===== config.mk =====
export PLATFORM = sky130hd
export DESIGN_NAME = tick_divider_bank
export DESIGN_NICKNAME = d
export VERILOG_FILES = /design/src/rtl/tick_divider_bank.sv
export SDC_FILE = /design/constraint.sdc
export NUM_CORES = 1
export LEC_CHECK = 0
export ABC_AREA = 1
export BUFFER_PORTS_ARGS = -buffer_cell sky130_fd_sc_hd__clkbuf_2
export CAP_MARGIN = 30
export CELL_PAD_IN_SITES_DETAIL_PLACEMENT = 0
export CELL_PAD_IN_SITES_GLOBAL_PLACEMENT = 1
export CORE_ASPECT_RATIO = 1.5
export CORE_MARGIN = 3
export CORE_UTILIZATION = 48
export CTS_BUF_LIST = sky130_fd_sc_hd__clkbuf_4 sky130_fd_sc_hd__clkbuf_8
export DETAILED_ROUTE_END_ITERATION = 7
export HOLD_SLACK_MARGIN = 0.05
export PLACE_DENSITY = 0.88
export SLEW_MARGIN = 20
export SYNTH_ARGS = -nofsm -noshare
export SYNTH_HDL_FRONTEND = slang
export SYNTH_SLANG_ARGS = --single-unit

===== constraint.sdc =====
create_clock -name clk -period 3.1 [get_ports clk]
set_input_delay 0.155 -clock clk [delete_from_list [all_inputs] [get_ports clk]]
set_output_delay 0.155 -clock clk [all_outputs]
set_load 0.01 [all_outputs]

===== src/rtl/tick_divider_bank.sv =====
// Prescaled tick generator feeding a bank of independent divide-by-(div+1) channels.
// Optional build macro PHASE_SYNC_EN adds a 'sync' input that re-phases the whole bank.
module tick_divider_bank #(
  parameter int NUM_CH   = 2,
  parameter int PRESCALE = 50000,
  parameter int DIV_W    = 10,
  parameter int DIV_INIT = 1023,
  localparam int CH_W    = (NUM_CH > 1) ? $clog2(NUM_CH) : 1,
  localparam int PS_W    = $clog2(PRESCALE)
) (
  input  logic              clk,
  input  logic              rst,
`ifdef PHASE_SYNC_EN
  input  logic              sync,
`endif
  input  logic [NUM_CH-1:0] ch_en,
  input  logic              cfg_valid,
  output logic              cfg_ready,
  input  logic [CH_W-1:0]   cfg_ch,
  input  logic [DIV_W-1:0]  cfg_div,
  input  logic              cfg_mode,
  output logic              tick,
  output logic [NUM_CH-1:0] ch_pulse,
  output logic [NUM_CH-1:0] led
);

  logic [PS_W-1:0]  r_presc;
  logic             r_tick;
  logic [DIV_W-1:0] r_cnt    [NUM_CH];
  logic [DIV_W-1:0] r_div    [NUM_CH];
  logic [DIV_W-1:0] r_sh_div [NUM_CH];
  logic [NUM_CH-1:0] r_mode;
  logic [NUM_CH-1:0] r_sh_mode;
  logic [NUM_CH-1:0] r_pend;
  logic [NUM_CH-1:0] r_led;
  logic [NUM_CH-1:0] r_pulse;

  logic [NUM_CH-1:0] w_term;
  logic [NUM_CH-1:0] w_wr;
  logic [NUM_CH-1:0] w_apply;
  logic              w_ready;
  logic              w_presc_last;

  assign w_presc_last = (r_presc == PS_W'(PRESCALE - 1));

  always_ff @(posedge clk or posedge rst) begin
    if (rst) begin
      r_presc <= '0;
      r_tick  <= 1'b0;
    end
`ifdef PHASE_SYNC_EN
    else if (sync) begin
      r_presc <= '0;
      r_tick  <= 1'b0;
    end
`endif
    else begin
      r_tick  <= w_presc_last;
      r_presc <= w_presc_last ? '0 : r_presc + 1'b1;
    end
  end

  // Out-of-range channel numbers match no channel, so they read ready and are dropped.
  always_comb begin
    w_ready = 1'b1;
    for (int n = 0; n < NUM_CH; n++) begin
      if (cfg_ch == CH_W'(n)) w_ready = ~r_pend[n];
    end
  end

  always_comb begin
    w_term  = '0;
    w_wr    = '0;
    w_apply = '0;
    for (int n = 0; n < NUM_CH; n++) begin
      w_term[n]  = r_tick & ch_en[n] & (r_cnt[n] == r_div[n]);
      w_wr[n]    = cfg_valid & w_ready & (cfg_ch == CH_W'(n));
      w_apply[n] = r_pend[n] & (w_term[n] | ~ch_en[n]);
    end
  end

  always_ff @(posedge clk or posedge rst) begin
    if (rst) begin
      for (int n = 0; n < NUM_CH; n++) begin
        r_cnt[n]    <= '0;
        r_div[n]    <= DIV_W'(DIV_INIT);
        r_sh_div[n] <= DIV_W'(DIV_INIT);
      end
      r_mode    <= '0;
      r_sh_mode <= '0;
      r_pend    <= '0;
      r_led     <= '0;
      r_pulse   <= '0;
    end
`ifdef PHASE_SYNC_EN
    else if (sync) begin
      for (int n = 0; n < NUM_CH; n++) begin
        r_cnt[n]   <= '0;
        r_led[n]   <= 1'b0;
        r_pulse[n] <= 1'b0;
        if (r_pend[n]) begin
          r_div[n]  <= r_sh_div[n];
          r_mode[n] <= r_sh_mode[n];
          r_pend[n] <= 1'b0;
        end else if (w_wr[n]) begin
          r_sh_div[n]  <= cfg_div;
          r_sh_mode[n] <= cfg_mode;
          r_pend[n]    <= 1'b1;
        end
      end
    end
`endif
    else begin
      for (int n = 0; n < NUM_CH; n++) begin
        r_pulse[n] <= w_term[n];
        if (!ch_en[n]) begin
          r_cnt[n] <= '0;
          r_led[n] <= 1'b0;
        end else if (r_tick) begin
          if (w_term[n]) begin
            r_cnt[n] <= '0;
            r_led[n] <= r_mode[n] ? 1'b1 : ~r_led[n];
          end else begin
            r_cnt[n] <= r_cnt[n] + 1'b1;
            if (r_mode[n]) r_led[n] <= 1'b0;
          end
        end
        // A transfer can only land while nothing is pending, so it never applies on its own edge.
        if (w_apply[n]) begin
          r_div[n]  <= r_sh_div[n];
          r_mode[n] <= r_sh_mode[n];
          r_pend[n] <= 1'b0;
          if (r_sh_mode[n] != r_mode[n]) r_led[n] <= 1'b0;
        end else if (w_wr[n]) begin
          r_sh_div[n]  <= cfg_div;
          r_sh_mode[n] <= cfg_mode;
          r_pend[n]    <= 1'b1;
        end
      end
    end
  end

  assign cfg_ready = w_ready;
  assign tick      = r_tick;
  assign ch_pulse  = r_pulse;
  assign led       = r_led;

endmodule


# Word level (Yosys, flattened, before mapping)
# Cells that the tools add are included.
# op_classes
n_addsub	3
multipliers	0
n_div	0
n_lt_le_gt_ge	0
n_eq_ne	7
shifts	0
n_mux	26
n_bitwise	20
reduce_logical	4
# op_table
op	n
two-way mux 10 bit	6
adder 10 x 1 -> 10 bit, second input constant	2
equality test 10 bit	2
two-way mux 1 bit	19
adder 16 x 1 -> 16 bit, second input constant	1
equality test 16 bit, second input constant	1
two-way mux 16 bit	1
AND 1 bit	9
NOT 1 bit	9
!= test 2 x 1 -> 1 bit, second input constant	2
AND reduction 2 bit	2
nonzero test 2 bit	2
!= test 1 bit	2
bitwise OR 1 bit	2
# totals
register_bits	87
latch_bits	0
ramBits	0
romBits	0
input_bits	17
output_inout_bits	6
wordCells	76
n_memories	0

# Logic depth before layout (Yosys ltp)
# depth
ltp_word	7
mapped_depth	12
depth_no_buf	11

# Worst setup path before layout
# Ideal clock, no wire load.
# synth_path
kind	reg2reg
start	register r_div[18] (netlist bit)
end	register r_mode[0]
arrival_ns	1.401
setup_slack_ns	1.582
stages_incl_launch_ff	13
n_path_buf	1
path_cell_list	dfstp_2 -> inv_1 -> nand2_1 -> nand2_1 -> nor2_1 -> nand2_1 -> nor2_2 -> nand2_2 -> nand2_2 -> nand2_1 -> buf_2 -> nand2_1 -> nand2_1
# synth_between
elab_chain_len	4
# synth_rtl
element	line_no	rtl
start, declared	30	logic [DIV_W-1:0] r_div [NUM_CH];
start signal, assigned by index	86	r_div[n] <= DIV_W'(DIV_INIT);
start signal, assigned by index	130	r_div[n] <= r_sh_div[n];
equality test 10 bit	76	w_term[n] = r_tick & ch_en[n] & (r_cnt[n] == r_div[n]);
AND 1 bit	76	
bitwise OR 1 bit	78	w_apply[n] = r_pend[n] & (w_term[n] | ~ch_en[n]);
AND 1 bit	78	
end signal, assigned by index	131	r_mode[n] <= r_sh_mode[n];
end, declared	32	logic [NUM_CH-1:0] r_mode;
# No other way between the ends.
# A chain may end at the register's enable or synchronous reset.

# Final worst setup path
# layout_path
start	register r_tick (netlist: tick)
end	register r_led[1] (netlist: led[1])
# layout_between
elab_chain_len	7
word_cells_on_any_way	9
# layout_rtl
element	line_no	rtl
start, declared	28	logic r_tick;
start signal, assigned	58	r_tick <= w_presc_last;
AND 1 bit (2 in series)	76	
two-way mux 1 bit	120	if (w_term[n]) begin
two-way mux 1 bit	119	end else if (r_tick) begin
two-way mux 1 bit	116	if (!ch_en[n]) begin
two-way mux 1 bit	133	if (r_sh_mode[n] != r_mode[n]) r_led[n] <= 1'b0;
two-way mux 1 bit *	129	if (w_apply[n]) begin
end signal, assigned by index	122	r_led[n] <= r_mode[n] ? 1'b1 : ~r_led[n];
end, declared	35	logic [NUM_CH-1:0] r_led;
# Mark *: on every way between the ends. The rest lies on a longest branch, timed or not.

==> out/summary.txt <==
Status: completed
P_int: 0.00239 W
Most frequent cell after synthesis: nand2_1
Crit path max fanout: 20
Syn Nets: 569
Num rows: 42
Mapped cell area: 4420 um^2
Slew headroom: 0.436
Clock Skew: 0.0131 ns
Origin of the critical flop-to-flop path: tick
Hold Startpoint: ch_en[1]
WP data arrival: 2.50 ns
Share of layout cells above drive strength 1: 0.179
Routability congestion estimate: 0.813
Final setup fails: 0
Die height: 123 um
Main flop type after synthesis: dfrtp_1
Resized Gates After CTS: 0
CP max stage delay: 0.63 ns
CTS Buf Count: 9
Worst path slowest cell: dfrtp_1
Most instantiated cells after synthesis: 163 x nand2_1, 68 x inv_1, 58 x nor2_1
PwrDens: 700 nW/um^2
Setup TNS Final: 0 ns
Top cells by area, synth: dfrtp_1 27%, dfstp_2 24%, nand2_1 14%
CTS HTree Levels: 3
Die area: 10400 um^2
Drt first pass iters: 5
Initial Utilization: 0.497
Startpoint Class: flop
# diodes: 0
Fin crit period: 2.25 ns
Setup WS post-layout: 0.852 ns
Sequential Power Share: 0.526
Bufs and invs on worst path: 0
Ys Warns: 0
Synth-to-layout area growth: 12.0%
PortBufs: 22
Clock tree buffer depth: 2
First-pass GRT wire length: 16.2 mm
Net Sw Power: 0.00107 W
Largest delay share family, worst path: simple AND/OR/NAND/NOR gates
Clock sinks: 87
CTS tree: yes
CP Class: reg2reg
Leak: 2.38 nW
Cell-by-cell trace of the critical path: nand2_1 > a21oi_1 > nand3_1 > nor2_2 > nand2_2 > nand2_2 > nand2_2 > nor2_1 > nor2_1
Post-synth EDFFs: 0
Syn Inst Count: 549
Initial antenna violation count: 0
Placed instance area: 4580 um^2
Fin. Hold Viols: 0
Fillers: 813
Vias per cell: 5.00
Worst slew pin tran: 0.840 ns
Number of global-route vias before repair: 3592
Wire length per cell: 13.3 um
Fmax: 445 MHz
GRT Resource Usage Total: 0.196
Most Frequent Cell on Critical Path: nand2_2
Post-synthesis cell type count: 33
DRT iter0 DRCs: 183
Syn Area/Cell: 8.05 um^2
Worst setup EP type: flop
Cell taking the most area after synthesis: dfrtp_1
Clock slew at reported path FFs: 0.08 ns
Fin area: 4950 um^2
Combinational power share: 0.199
NumNets Final: 602
Post-DRT Antenna Nets: 0
Hold Crit Class: in2reg
FFs w/ async S/R, synth: 1.00
Register bit total from synthesis: 87
DRC: 0
Tcrit/Tclk final: 0.725
Worst VDD drop: 322 uV
Clk pwr share: 0.275
Seq/Total Area, Yosys: 0.504
Net Sw Frac: 0.309
Chip Width: 84.3 um
# Max-Cap Violations: 0
Via count: 3484
Yosys top cell area share: 0.266
Max Slew Vio Count: 0
Total grt overflow: 0
Critical path origin: tick
Num ports: 23
Root Driver: clkbuf_8
Largest net degree at the start of global routing: 45
Clock Latency Late Sink: 0.36 ns
DP HPWL: 6.73 mm
Required @ worst endpoint: 3.35 ns
RSZ-0062 raised after global routing: false
Core area: 8880 um^2
Placement Setup Slack: 0.858 ns
Post-Route WL: 9.28 mm
stage by stage:
stage          hold slack [ns]  power [W]   util  std cells
6_report                0.0792    0.00346  0.557        697
5_1_grt                 0.0726    0.00372  0.557        697
4_1_cts                 0.0583    0.00350  0.557        697
3_5_place_dp             0.321    0.00252  0.516        669
3_3_place_gp             0.303    0.00249  0.516        669
2_1_floorplan            0.282    0.00235      -        549
registers in the layout (all words and copies together), names as in the netlist:
register	cells
r_mode	2
r_cnt	20
r_div	20
r_presc	16
led	2
r_sh_div	20
r_sh_mode	2
r_pend	2
tick	1
ch_pulse	2
cell families (layout without fill, tap and decap cells):
family	Yosys count	in the layout	synth area share
simple gates	308	308	0.309
xor+xnor	18	18	0.0357
flops	87	87	0.504
buf+inv	87	125	0.0864
fa+ha+maj	3	3	0.00850
compound gates	46	46	0.0564
final timing paths:
kind / depth (start not counted) / end / slack (ns)
setup reg to reg: 9 / led[1] / 0.85
max in group asynchronous: 4 / r_sh_div[2] / 1.87
hold / removal: 3 / led[1] / 0.08
min in group asynchronous: 3 / r_presc[0] / 0.45
hold reg to reg: 1 / r_presc[0] / 0.47
setup / recovery: 9 / led[1] / 0.85
layer usage:
metal | share of wire | vias to the layer above | track usage
met5 | 0 | - | 0
met4 | 0.024 | 0 | 0.0865
met3 | 0.017 | 15 | 0.0440
met2 | 0.53 | 31 | 0.347
met1 | 0.43 | 1647 | 0.225
li1 | - | 1791 | -
power by group through the flow:
stage,Sequential [W],Clock (W),Combinational [W]
after floorplan,0.00174,0,0.000610
after global placement,0.00182,0,0.000669
after detailed placement,0.00183,0,0.000683
after CTS,0.00182,0.000980,0.000699
after global routing,0.00187,0.00103,0.000817
final,0.00182,0.000952,0.000689
final cells by class:
| cell class | instances | area [um^2] | share of cell area |
|---|---|---|---|
| tap | 110 | 138 | 0.0278 |
| sequential | 87 | 2230 | 0.450 |
| inverter | 74 | 279 | 0.0564 |
| multi-input combinational | 375 | 1810 | 0.366 |
| timing repair buffer | 35 | 250 | 0.0506 |
| clock buffer | 9 | 124 | 0.0250 |
| clock inverter | 7 | 120 | 0.0243 |
cell usage in the layout (no fill, tap or decap), types with 3 or more instances in the layout:
cell type	Yosys	final
nand3_1	32	32
dlygate4sd3_1	0	12
nor3b_1	3	3
nor4_1	3	3
nand3_2	4	4
dfrtp_1	47	47
nand2_1	163	163
nand4_1	15	15
a31oi_1	3	3
o21ai_0	30	30
inv_2	6	6
nand2_2	6	6
nor2_1	58	58
xnor2_1	6	6
a21oi_1	7	7
nor3_1	11	11
clkbuf_8	1	9
dfstp_2	40	40
ha_1	3	3
inv_1	68	67
bufinv_16	0	3
nor3_2	6	6
xor2_1	12	12
clkbuf_2	0	22
timing repair:
item	in CTS	in global routing
setup buffers	0	0
hold endpoints to repair	50	0
hold buffers	12	0
worst min-delay path: cells and delay by family:
kind,cells,cell delay (ns)
simple gates,2,0.13
buf+inv,1,0.12
(Power assumes the default switching activity.)
